### src/rtl/bmem_line_adapter.sv
// Two-client cache line adapter: I/D 256-bit line requests onto one 64-bit beat-serial memory port.
// Optional macro BMEM_PERF_CNT_EN adds saturating per-channel wait-cycle counters.
`timescale 1ns/1ps

module bmem_line_adapter #(
    parameter int ADDR_BITS = 32,
    parameter int LINE_BITS = 256,
    parameter int BEAT_BITS = 64
) (
    input  logic                 clk,
    input  logic                 rst,
    input  logic [ADDR_BITS-1:0] icache_addr,
    input  logic                 icache_read,
    output logic [LINE_BITS-1:0] icache_rdata,
    output logic                 icache_resp,
    input  logic [ADDR_BITS-1:0] dcache_addr,
    input  logic                 dcache_read,
    input  logic                 dcache_write,
    input  logic [LINE_BITS-1:0] dcache_wdata,
    output logic [LINE_BITS-1:0] dcache_rdata,
    output logic                 dcache_resp,
    output logic [ADDR_BITS-1:0] bmem_addr,
    output logic                 bmem_read,
    output logic                 bmem_write,
    output logic [BEAT_BITS-1:0] bmem_wdata,
    input  logic                 bmem_ready,
    input  logic [ADDR_BITS-1:0] bmem_raddr,
    input  logic [BEAT_BITS-1:0] bmem_rdata,
    input  logic                 bmem_rvalid
);
    // state | meaning
    // IDLE  | no request in flight
    // ISSUE | competing for the bmem request port
    // WAIT  | read accepted, collecting tagged beats
    // WBEAT | D write owns the port, streaming beats
    // RESP  | one-cycle completion pulse
    localparam int BEATS = LINE_BITS / BEAT_BITS;
    localparam int CNT_W = $clog2(BEATS);
    localparam int OFF   = $clog2(LINE_BITS / 8);
    localparam logic [CNT_W-1:0] LAST_BEAT = CNT_W'(BEATS - 1);

    localparam logic [2:0] ST_IDLE  = 3'd0;
    localparam logic [2:0] ST_ISSUE = 3'd1;
    localparam logic [2:0] ST_WAIT  = 3'd2;
    localparam logic [2:0] ST_WBEAT = 3'd3;
    localparam logic [2:0] ST_RESP  = 3'd4;

    logic [2:0]           i_state_q, i_state_d, d_state_q, d_state_d;
    logic [ADDR_BITS-1:0] i_addr_q, i_addr_d, d_addr_q, d_addr_d;
    logic [CNT_W-1:0]     i_cnt_q, i_cnt_d, d_cnt_q, d_cnt_d;
    logic [LINE_BITS-1:0] i_line_q, i_line_d, d_line_q, d_line_d;
    logic                 i_hold_q, i_hold_d, d_hold_q, d_hold_d;
    logic                 d_is_wr_q, d_is_wr_d;
    logic                 last_d_q, last_d_d;

    logic [ADDR_BITS-1:0] i_req_line, d_req_line;
    logic                 d_blocked, d_start, i_blocked, i_start;
    logic                 i_hit, d_hit;
    logic                 grant_i, grant_d, d_wbeat, d_wr_active;
    logic                 unused_low_bits;

    assign i_req_line = {icache_addr[ADDR_BITS-1:OFF], {OFF{1'b0}}};
    assign d_req_line = {dcache_addr[ADDR_BITS-1:OFF], {OFF{1'b0}}};
    assign unused_low_bits = ^{icache_addr[OFF-1:0], dcache_addr[OFF-1:0], bmem_raddr[OFF-1:0]};

    // Same-line requests are serialised so raddr tags stay unambiguous; D wins a simultaneous tie.
    assign d_blocked = (i_state_q != ST_IDLE) && (i_addr_q == d_req_line);
    assign d_start   = (d_state_q == ST_IDLE) && (dcache_read || dcache_write) && !d_hold_q && !d_blocked;
    assign i_blocked = ((d_state_q != ST_IDLE) && (d_addr_q == i_req_line)) ||
                       (d_start && (d_req_line == i_req_line));
    assign i_start   = (i_state_q == ST_IDLE) && icache_read && !i_hold_q && !i_blocked;

    assign i_hit = bmem_rvalid && (i_state_q == ST_WAIT) &&
                   (bmem_raddr[ADDR_BITS-1:OFF] == i_addr_q[ADDR_BITS-1:OFF]);
    assign d_hit = bmem_rvalid && (d_state_q == ST_WAIT) &&
                   (bmem_raddr[ADDR_BITS-1:OFF] == d_addr_q[ADDR_BITS-1:OFF]);

    // Alternating priority; last_d_q only moves on an accepted request so a stalled grant stays put.
    assign d_wbeat = (d_state_q == ST_WBEAT);
    assign grant_d = (d_state_q == ST_ISSUE) && ((i_state_q != ST_ISSUE) || !last_d_q);
    assign grant_i = (i_state_q == ST_ISSUE) && !d_wbeat && !grant_d;

    assign d_wr_active = (grant_d && d_is_wr_q) || d_wbeat;
    assign bmem_read   = grant_i || (grant_d && !d_is_wr_q);
    assign bmem_write  = d_wr_active;
    assign bmem_addr   = grant_i ? i_addr_q : ((grant_d || d_wbeat) ? d_addr_q : '0);
    // Write data is taken live from the client, which holds it until dcache_resp.
    assign bmem_wdata  = d_wr_active ? dcache_wdata[int'(d_cnt_q)*BEAT_BITS +: BEAT_BITS] : '0;

    assign icache_resp  = (i_state_q == ST_RESP);
    assign icache_rdata = icache_resp ? i_line_q : '0;
    assign dcache_resp  = (d_state_q == ST_RESP);
    assign dcache_rdata = (dcache_resp && !d_is_wr_q) ? d_line_q : '0;

    always_comb begin
        last_d_d = last_d_q;
        if (grant_d && bmem_ready) begin
            last_d_d = 1'b1;
        end else if (grant_i && bmem_ready) begin
            last_d_d = 1'b0;
        end
    end

    always_comb begin
        i_state_d = i_state_q;
        i_addr_d  = i_addr_q;
        i_cnt_d   = i_cnt_q;
        i_line_d  = i_line_q;
        i_hold_d  = (i_state_q == ST_RESP);
        case (i_state_q)
            ST_IDLE: begin
                if (i_start) begin
                    i_state_d = ST_ISSUE;
                    i_addr_d  = i_req_line;
                    i_cnt_d   = '0;
                end
            end
            ST_ISSUE: if (grant_i && bmem_ready) i_state_d = ST_WAIT;
            ST_WAIT: begin
                if (i_hit) begin
                    i_line_d[int'(i_cnt_q)*BEAT_BITS +: BEAT_BITS] = bmem_rdata;
                    i_cnt_d = i_cnt_q + CNT_W'(1);
                    if (i_cnt_q == LAST_BEAT) i_state_d = ST_RESP;
                end
            end
            ST_RESP: i_state_d = ST_IDLE;
            default: i_state_d = ST_IDLE;
        endcase
    end

    always_comb begin
        d_state_d = d_state_q;
        d_addr_d  = d_addr_q;
        d_cnt_d   = d_cnt_q;
        d_line_d  = d_line_q;
        d_is_wr_d = d_is_wr_q;
        d_hold_d  = (d_state_q == ST_RESP);
        case (d_state_q)
            ST_IDLE: begin
                if (d_start) begin
                    d_state_d = ST_ISSUE;
                    d_addr_d  = d_req_line;
                    d_cnt_d   = '0;
                    d_is_wr_d = dcache_write;
                end
            end
            ST_ISSUE: begin
                // A write presents beat 0 while competing, so acceptance already consumes it.
                if (grant_d && bmem_ready) begin
                    if (d_is_wr_q) begin
                        d_state_d = ST_WBEAT;
                        d_cnt_d   = CNT_W'(1);
                    end else begin
                        d_state_d = ST_WAIT;
                    end
                end
            end
            ST_WAIT: begin
                if (d_hit) begin
                    d_line_d[int'(d_cnt_q)*BEAT_BITS +: BEAT_BITS] = bmem_rdata;
                    d_cnt_d = d_cnt_q + CNT_W'(1);
                    if (d_cnt_q == LAST_BEAT) d_state_d = ST_RESP;
                end
            end
            ST_WBEAT: begin
                if (bmem_ready) begin
                    d_cnt_d = d_cnt_q + CNT_W'(1);
                    if (d_cnt_q == LAST_BEAT) d_state_d = ST_RESP;
                end
            end
            ST_RESP: d_state_d = ST_IDLE;
            default: d_state_d = ST_IDLE;
        endcase
    end

    always_ff @(posedge clk) begin
        if (rst) begin
            i_state_q <= ST_IDLE;
            i_addr_q  <= '0;
            i_cnt_q   <= '0;
            i_line_q  <= '0;
            i_hold_q  <= 1'b0;
            d_state_q <= ST_IDLE;
            d_addr_q  <= '0;
            d_cnt_q   <= '0;
            d_line_q  <= '0;
            d_hold_q  <= 1'b0;
            d_is_wr_q <= 1'b0;
            last_d_q  <= 1'b0;
        end else begin
            i_state_q <= i_state_d;
            i_addr_q  <= i_addr_d;
            i_cnt_q   <= i_cnt_d;
            i_line_q  <= i_line_d;
            i_hold_q  <= i_hold_d;
            d_state_q <= d_state_d;
            d_addr_q  <= d_addr_d;
            d_cnt_q   <= d_cnt_d;
            d_line_q  <= d_line_d;
            d_hold_q  <= d_hold_d;
            d_is_wr_q <= d_is_wr_d;
            last_d_q  <= last_d_d;
        end
    end

`ifdef BMEM_PERF_CNT_EN
    logic [31:0] num_icache_wait_cycles_q, num_icache_wait_cycles_d;
    logic [31:0] num_dcache_wait_cycles_q, num_dcache_wait_cycles_d;
    logic [31:0] num_icache_wait_cycles, num_dcache_wait_cycles;

    assign num_icache_wait_cycles = num_icache_wait_cycles_q;
    assign num_dcache_wait_cycles = num_dcache_wait_cycles_q;

    always_comb begin
        num_icache_wait_cycles_d = num_icache_wait_cycles_q;
        num_dcache_wait_cycles_d = num_dcache_wait_cycles_q;
        if ((i_state_q != ST_IDLE) && (num_icache_wait_cycles_q != '1)) begin
            num_icache_wait_cycles_d = num_icache_wait_cycles_q + 32'd1;
        end
        if ((d_state_q != ST_IDLE) && (num_dcache_wait_cycles_q != '1)) begin
            num_dcache_wait_cycles_d = num_dcache_wait_cycles_q + 32'd1;
        end
    end

    always_ff @(posedge clk) begin
        if (rst) begin
            num_icache_wait_cycles_q <= '0;
            num_dcache_wait_cycles_q <= '0;
        end else begin
            num_icache_wait_cycles_q <= num_icache_wait_cycles_d;
            num_dcache_wait_cycles_q <= num_dcache_wait_cycles_d;
        end
    end
`else
    // Counters absent; ports and timing are unchanged.
`endif

endmodule

### config.mk
export PLATFORM = sky130hd
export DESIGN_NAME = bmem_line_adapter
export DESIGN_NICKNAME = d
export VERILOG_FILES = /design/src/rtl/bmem_line_adapter.sv
export SDC_FILE = /design/constraint.sdc
export NUM_CORES = 1
export LEC_CHECK = 0
export ABC_AREA = 1
export BUFFER_PORTS_ARGS = -buffer_cell sky130_fd_sc_hd__buf_2
export CORE_AREA = 2 2 408 410
export CTS_BUF_LIST = sky130_fd_sc_hd__clkbuf_16
export CTS_CLUSTER_DIAMETER = 200
export DETAILED_ROUTE_END_ITERATION = 6
export DIE_AREA = 0 0 410 412
export GPL_TIMING_DRIVEN = 0
export PLACE_DENSITY = 0.48
export SLEW_MARGIN = 20
export SYNTH_ARGS = -nofsm -noshare
export SYNTH_HDL_FRONTEND = slang
export SYNTH_SLANG_ARGS = --single-unit
### constraint.sdc
create_clock -name clk -period 3.1 [get_ports clk]
set_input_delay 0.465 -clock clk [delete_from_list [all_inputs] [get_ports clk]]
set_output_delay 0.465 -clock clk [all_outputs]
set_load 0.05 [all_outputs]
Word level (Yosys, flattened, before mapping)
Cells that the tools add are included.
- add/subtract/negate cells: 4
- equal/unequal tests: 24
- shift operators: 5
- mux-type cells: 30
- reduce and logical (&&, ||, !) cells: 50
- operator list (cell ; count):
    256-bit bitwise mux ; 2
    256-bit 2-to-1 mux ; 2
    64-bit by 33-bit variable shift with 256-bit output, first input constant ; 2
    64-bit by 33-bit variable part select with 256-bit output ; 2
    256-bit by 9-bit variable part select with 64-bit output ; 1
    27-bit equality test ; 5
    8-bit negator with 33-bit output ; 2
    32-bit 2-to-1 mux ; 2
    64-bit 2-to-1 mux ; 1
    3-bit 2-to-1 mux ; 9
    1-bit logical AND ; 21
    2-bit 2-to-1 mux ; 7
    2-bit inequality test, second input constant ; 6
    3-bit case mux with 4 select lines ; 1
    3-bit by 2-bit equality test with 1-bit output, second input constant ; 3
    3-bit case mux with 3 select lines ; 1
    1-bit zero test ; 8
    2-bit case mux with 4 select lines ; 1
    2-bit AND reduction ; 4
    4-bit AND reduction ; 2
    3-bit by 1-bit equality test with 1-bit output, second input constant ; 2
    3-bit equality test, second input constant ; 2
    3-bit zero test ; 2
    1-bit logical OR ; 6
    11 further kinds ; 19
- register bits after elaboration: 580
- input port bits: 423
- output and inout port bits: 612
- logic and storage cells: 125

Logic depth before layout (Yosys ltp)
Gate-level depths: netlist of the first run.
- depth after elaboration: 10
- gate-level depth with buffers: 16
- depth with buffers taken out: 15

Worst setup path before layout of the first run
Ideal clock, no wire load.
- kind: register -> output
- from: reg i_state_q[1]
- to: out icache_rdata[235]
- data arrival time: 3.009 ns
- data required time: 2.635 ns
- slack: -0.374 ns
- cell stages (with the launch flop): 6
- buffers on the path: 2
- path through: dfxtp_1 > nor3_1 > clkinv_1 > clkbuf_1 > buf_1 > nor2_1
- word-level cells in the longest chain between the ends: 2
- RTL lines (what ; line ; text):
    start, declared ; 48 ; logic [2:0] i_state_q, i_state_d, d_state_q, d_state_d;
    start signal, assigned ; 191 ; i_state_q <= i_state_d;
    3-bit equality test ; 90 ; assign icache_resp = (i_state_q == ST_RESP);
    net icache_resp ; 15 ; output logic icache_resp,
    256-bit 2-to-1 mux ; 91 ; assign icache_rdata = icache_resp ? i_line_q : '0;
    end, declared ; 14 ; output logic [LINE_BITS-1:0] icache_rdata,
The timed path passes the listed nets, and every way through them passes these cells.

Worst setup path after layout of the first run
- from: reg d_state_q[2]
- to: out dcache_rdata[107]
- word-level cells in the longest chain between the ends: 3
- RTL lines (what ; line ; text):
    start, declared ; 48 ;
    start signal, assigned ; 196 ; d_state_q <= d_state_d;
    3-bit equality test ; 92 ; assign dcache_resp = (d_state_q == ST_RESP);
    1-bit logical AND ; 93 ; assign dcache_rdata = (dcache_resp && !d_is_wr_q) ? d_line_q : '0;
    256-bit 2-to-1 mux ; 93 ;
    end, declared ; 20 ; output logic [LINE_BITS-1:0] dcache_rdata,
Every way passes these cells.

==> impl_metrics.env, run 1 <==
export IMPL_seq_power_share_pct=29.3
export IMPL_setup_viol=0
export IMPL_status="completed"
export IMPL_netlist_area_mm2=0.0312
export IMPL_max_freq_ghz=0.330
export IMPL_ys_seq_elements=580
export IMPL_clk_pin_slew_ns=0.05
export IMPL_area_delta_synth_final_pct=43.1
export IMPL_p_switching_mw=11.8
export IMPL_cts_buffer_depth=3
export IMPL_yosysTopAreaCell="dfxtp_1"
export IMPL_die_x_um=410
export IMPL_synth_top_area_share_pct=37.3
export IMPL_nNetsFinal=6501
export IMPL_fp_dieH_um=412
export IMPL_ant_nets=0
export IMPL_drv_slew=0
export IMPL_reg2regPathDepth=8
export IMPL_vdd_drop_max_mv=0.358
export IMPL_intPower_mw=15.6
export IMPL_gr_total_overflow=0
export IMPL_crit_reg2reg_launch="i_cnt_q[0]"
export IMPL_synth_warnings=0
export IMPL_vias=38200
export IMPL_synth_cells=4941
export IMPL_fin_crit_sh_pct=97.9
export IMPL_dp_cells=8147
export IMPL_cp_startpoint="d_state_q[2]"
export IMPL_rows=149
export IMPL_antenna_found_initial=81
export IMPL_ioPinCount=1035
export IMPL_gp_congestion=0.957
export IMPL_cts_buffers=77
export IMPL_required_ns=2.63
export IMPL_start_util_pct=19.0
export IMPL_worstSetupEndpoint="dcache_rdata[107]"
export IMPL_drtPass1Iterations=6
export IMPL_leakage_nw=18.6
export IMPL_first_iter_violations=2919
export IMPL_tns_ns=0
export IMPL_core_area_mm2=0.164
export IMPL_period_needed_ns=3.03
export IMPL_crit_arrival_ns=2.57
export IMPL_clkSinkCount=580
export IMPL_crit_type="flip-flop to output pin"
export IMPL_clock_latency_ns=0.70
export IMPL_end_kind="output pin"
export IMPL_report_power_total_mw=27.4
export IMPL_postPlaceCellArea_mm2=0.0390
export IMPL_crit_fanout=10
export IMPL_grt_max_degree=13
export IMPL_finalNonFillerCells=8333
export IMPL_power_density_mw_per_mm2=614
export IMPL_wl_per_cell_um=27.3
export IMPL_yosysUniqueCellTypes=37
export IMPL_grt_pass1_wl_um=300000
export IMPL_start_kind="flip-flop"
export IMPL_power_frac_clock_pct=32.4
export IMPL_reg2reg_to="i_line_q[137]"
export IMPL_worst_pin_slew_ns=1.21
export IMPL_clock_root_buffer="clkbuf_16"
export IMPL_cts_max_level=3
export IMPL_synth_seq_area_share_pct=37.3
export IMPL_cts_tree="built"
export IMPL_drv_cap=0
export IMPL_regToRegSetupSlack_ns=0.17
export IMPL_grt_pass1_vias=36300
export IMPL_final_layout_size_suffix_gt1_share_pct=26.7
export IMPL_switching_share_pct=43.1
export IMPL_die_area_mm2=0.169
export IMPL_hp_class="input port to flip-flop"
export IMPL_syn_area_per_cell_um2=6.31
export IMPL_grt_use_total_pct=25.8
export IMPL_fin_area_mm2=0.0446
export IMPL_dp_final_hpwl_um=190000
export IMPL_routed_wl_um=227000
export IMPL_drc=0
export IMPL_port_buffers=1013
export IMPL_maxSlewHeadroom_pct=19.2
export IMPL_pwr_share_comb_pct=38.3
export IMPL_rsz0062_at_grt="true"
export IMPL_synth_area_leaders="dfxtp_1 (37%), nor2_1 (13%), a21oi_1 (8.5%)"
export IMPL_pre_cts_slack_ns=-2.87
export IMPL_routed_via_density=4.58
export IMPL_finClkSkew_ns=0.0444
export IMPL_finalHoldViolations=0
export IMPL_setup_slack_ns=0.0658
worst min-delay path by stage:
stage | from | end | slack [ns] | cells past startpoint
after floorplan | d_line_q[128] | d_line_q[128] | 0.43 | 2
after global placement | d_line_q[114] | d_line_q[114] | 0.43 | 2
after detailed placement | d_line_q[74] | d_line_q[74] | 0.44 | 2
after CTS | bmem_rdata[54] | i_line_q[246] | 0.003 | 3
after global routing | bmem_rdata[54] | i_line_q[246] | 0.04 | 3
final | bmem_rdata[54] | i_line_q[246] | 0.09 | 3
per-layer routing:
metal,up-vias,track usage (%),part of all wire (%)
li1,17800,-,-
met1,18400,34.9,45
met2,1623,40.3,44
met3,300,6.25,8.2
met4,14,7.51,3.0
met5,-,0,0.037
metrics by stage:
| step | hold WS [ns] | util, % |
|---|---|---|
| after global placement | 0.434 | 23.7 |
| after global routing | 0.0443 | 27.1 |
| after CTS | 0.00301 | 26.7 |
| after floorplan | 0.427 | - |
| after detailed placement | 0.441 | 23.8 |
| final | 0.0869 | 27.2 |
sequential cells by signal, indices dropped and copies added, names as in the netlist:
name and cells:
last_d_q 1, d_is_wr_q 1, d_hold_q 1, d_line_q 256, d_cnt_q 2, i_cnt_q 2
i_addr_q 27, i_line_q 256, d_addr_q 27, i_state_q 3, i_hold_q 1, d_state_q 3
power by group through the flow:
stage                     sequential (mW)  combinational [mW]  clock [mW]
final                                8.01                10.5        8.88
after global routing                 8.04                11.1        9.34
after CTS                            8.00                10.2        9.07
after detailed placement             8.15                9.01           0
after global placement               8.14                9.03           0
after floorplan                      8.06                4.98           0
critical path, stage by stage, from the launching register on:
cell and delay [ns]:
dfxtp_1 0.36, inv_2 0.08, nor3_2 0.19, nand2_2 0.15, clkbuf_8 0.24, clkbuf_4 0.28, nor2_2 0.29, buf_4 0.26
cell usage in the layout, fill, tap and decap left out, types with 121 or more instances in the layout:
cell type  count
nand2_1      679
a211oi_1     121
clkbuf_1     175
o21ai_0      327
nand3_1      147
a21oi_1      502
buf_2        716
inv_1        704
dfxtp_1      573
nor2_1       933
buf_4        275
cells in the mapped netlist:
cell type	count
nor2_1	1084
inv_1	699
nand2_1	685
dfxtp_1	580
a21oi_1	527
o21ai_0	359
clkbuf_1	291
nand3_1	148
a211oi_1	121
nor3_1	79
a31oi_1	51
xnor2_1	46
nor3b_1	43
buf_2	42
buf_4	29
a211oi_2	25
o22ai_1	22
xor2_1	21
inv_2	16
buf_1	15
ha_1	11
nand4_1	10
nor3b_2	9
nand2_2	5
clkinv_1	4
o31ai_1	4
nor2_2	2
nor4_1	2
o21ai_1	2
or2_2	2
buf_6	1
conb_1	1
nand3_2	1
nor2_4	1
nor3_2	1
o211ai_1	1
o21a_1	1
logic make-up after synthesis:
group | synth area share [%]
other | 0.0120
adders and majority gates | 0.442
DFF | 37.3
and+or+nand+nor | 26.9
buffers and inverters | 13.8
xor gates and xnor gates | 1.88
AOI/OAI and AO/OA | 19.8
layout make-up:
type	instances	area [µm²]
flip-flops and latches	580	11600
repair buffers	1049	6590
multi-input cells	3268	16300
repair inverters	1	8.76
plain buffers	371	2120
diodes	25	62.6
fillers	18700	120000
clock inverters	53	437
well taps	2189	2740
inverters	719	2740
clock buffers	78	1950
timing repair:
item                                    4_1_cts  5_1_grt
gates cloned                                  1        1
resized for setup                           772      266
endpoints found under the hold margin         3        0
endpoints found under the setup margin     1116      356
hold buffers                                  3        0
buffers inserted                             23        9
pin swaps                                    13       10
(Power assumes the default switching activity.)
==> run 2, diff against run 1 <==
--- a/config.mk
+++ b/config.mk
@@ -6,14 +6,14 @@
 export NUM_CORES = 1
 export LEC_CHECK = 0
 export ABC_AREA = 1
-export BUFFER_PORTS_ARGS = -buffer_cell sky130_fd_sc_hd__buf_2
-export CORE_AREA = 2 2 408 410
+export CORE_AREA = 2 2 407 409
 export CTS_BUF_LIST = sky130_fd_sc_hd__clkbuf_16
 export CTS_CLUSTER_DIAMETER = 200
 export DETAILED_ROUTE_END_ITERATION = 6
-export DIE_AREA = 0 0 410 412
+export DIE_AREA = 0 0 409 411
+export DONT_BUFFER_PORTS = 1
 export GPL_TIMING_DRIVEN = 0
-export PLACE_DENSITY = 0.48
+export PLACE_DENSITY = 0.43
 export SLEW_MARGIN = 20
 export SYNTH_ARGS = -nofsm -noshare
 export SYNTH_HDL_FRONTEND = slang
==> run 2 against run 1 <==
The flow now finishes with violations (setup timing). Die area decreased by 0.49%. Clock-buffer cell count decreased by 1. Via count decreased by 7.0%. Largest cell class unchanged. Largest power group unchanged.
==> impl_metrics.env, run 2 (synthesized netlist as in run 1, its figures left out) <==
export IMPL_drv_slew=0
export IMPL_crit_fanout=10
export IMPL_port_buffers=0
export IMPL_mostFrequentLayoutCell="inv_1"
export IMPL_finClkSkew_ns=0.0558
export IMPL_antenna_found_initial=84
export IMPL_grt_max_degree=13
export IMPL_drv_cap=0
export IMPL_crit_type="flip-flop to output pin"
export IMPL_setup_viol=590
export IMPL_wl_per_cell_um=30.4
export IMPL_clock_root_buffer="clkbuf_16"
export IMPL_final_cell_mix="inv_1 (705), nand2_1 (676), dfxtp_1 (572)"
export IMPL_die_x_um=409
export IMPL_clk_pin_slew_ns=0.06
export IMPL_seq_power_share_pct=28.8
export IMPL_finalNonFillerCells=7514
export IMPL_leakage_nw=15.1
export IMPL_power_density_mw_per_mm2=617
export IMPL_intPower_mw=15.5
export IMPL_maxSlewHeadroom_pct=19.7
export IMPL_grt_pass1_vias=33500
export IMPL_routed_via_density=4.72
export IMPL_end_kind="output pin"
export IMPL_cts_buffer_depth=3
export IMPL_dp_final_hpwl_um=179000
export IMPL_clock_latency_ns=0.72
export IMPL_gp_congestion=1.01
export IMPL_pwr_share_comb_pct=38.6
export IMPL_start_util_pct=19.0
export IMPL_gr_total_overflow=0
export IMPL_p_switching_mw=12.4
export IMPL_hold_slack_ns=0.0487
export IMPL_rsz0062_at_grt="true"
export IMPL_final_layout_size_suffix_gt1_share_pct=20.7
export IMPL_fin_crit_sh_pct=110
export IMPL_dp_cells=7137
export IMPL_switching_share_pct=44.4
export IMPL_power_frac_clock_pct=32.6
export IMPL_ioPinCount=1035
export IMPL_die_area_mm2=0.168
export IMPL_reg_top3="d_line_q x256, i_line_q x256"
export IMPL_first_iter_violations=2734
export IMPL_crit_arrival_ns=2.95
export IMPL_nNetsFinal=5652
export IMPL_vdd_drop_max_mv=0.416
export IMPL_drc=0
export IMPL_status="complete, but fails checks"
export IMPL_max_freq_ghz=0.293
export IMPL_rows=149
export IMPL_cts_buffers=77
export IMPL_routed_wl_um=228000
export IMPL_worst_pin_slew_ns=1.21
export IMPL_setup_slack_ns=-0.318
export IMPL_finalHoldViolations=0
export IMPL_required_ns=2.63
export IMPL_fp_dieH_um=411
export IMPL_report_power_total_mw=27.9
export IMPL_hp_class="input port to flip-flop"
export IMPL_area_delta_synth_final_pct=45.1
export IMPL_core_area_mm2=0.164
export IMPL_fill_cells=18100
export IMPL_drtPass1Iterations=6
export IMPL_period_needed_ns=3.42
export IMPL_vias=35500
export IMPL_grt_use_total_pct=25.8
export IMPL_start_kind="flip-flop"
export IMPL_cts_tree="built"
export IMPL_grt_pass1_wl_um=298000
export IMPL_cts_max_level=3
export IMPL_clkSinkCount=580
export IMPL_pre_cts_slack_ns=-2.94
export IMPL_ant_nets=0
export IMPL_violations="setup timing"
run 2: power by group through the flow:
stage	logic (mW)	clock network [mW]	registers (mW)
CTS	10.3	9.27	8.02
finish	10.8	9.11	8.03
global placement	8.17	0	8.16
global route	11.3	9.51	8.05
detailed placement	8.32	0	8.16
floorplan	4.98	0	8.06
run 2: through the flow:
step / area [µm²] / utilization, % / setup TNS, ns
final: 45200 / 27.6 / -79.08
after global placement: 33900 / 20.7 / -1529.82
after global routing: 45200 / 27.6 / -125.47
after CTS: 43900 / 26.8 / -176.67
after floorplan: 31200 / - / 0
after detailed placement: 34300 / 20.9 / -987.95
run 2: timing repair:
action                                  CTS  global route
hold buffers                            119             0
gates resized for setup                1413           191
cloned                                    6            17
endpoints found under the hold margin   225             0
setup endpoints to repair              1119           814
setup buffers                            26            27
pin swaps                                86            68
run 2: path summary, 6_finish.rpt:
kind | startpoint | to | slack (ns) | cells after the start
worst max register to register | i_cnt_q[0] | i_line_q[28] | -0.13 | 12
worst min register to register | last_d_q | last_d_q | 0.47 | 2
worst max-delay path | i_state_q[1] | icache_rdata[125] | -0.32 | 6
worst min-delay path | bmem_rdata[59] | i_line_q[187] | 0.05 | 2
run 2: routing by layer:
| layer | global-route usage [%] | share of wire, % | vias up |
|---|---|---|---|
| met5 | 0 | 0.092 | - |
| met4 | 8.84 | 3.8 | 34 |
| met3 | 9.68 | 10 | 359 |
| met2 | 39.4 | 43 | 1633 |
| met1 | 33.1 | 43 | 17300 |
| li1 | - | - | 16200 |
run 2: critical path: stages, from the launching register on:
cell       delay [ns]
dfxtp_4          0.36
nor3_4           0.68
buf_6            0.23
clkinv_8         0.08
buf_8            0.19
clkbuf_16        0.23
nor2_4           0.47
run 2: cell type report:
class | instances | area (µm²) | share of cell area, %
diodes | 43 | 108 | 0.238
plain buffers | 374 | 2890 | 6.39
clock buffers | 77 | 1930 | 4.26
clock inverters | 66 | 563 | 1.24
inverters | 719 | 2740 | 6.05
multi-input cells | 3268 | 20300 | 44.9
flip-flops and latches | 580 | 11600 | 25.7
well taps | 2189 | 2740 | 6.06
repair buffers | 198 | 2340 | 5.18
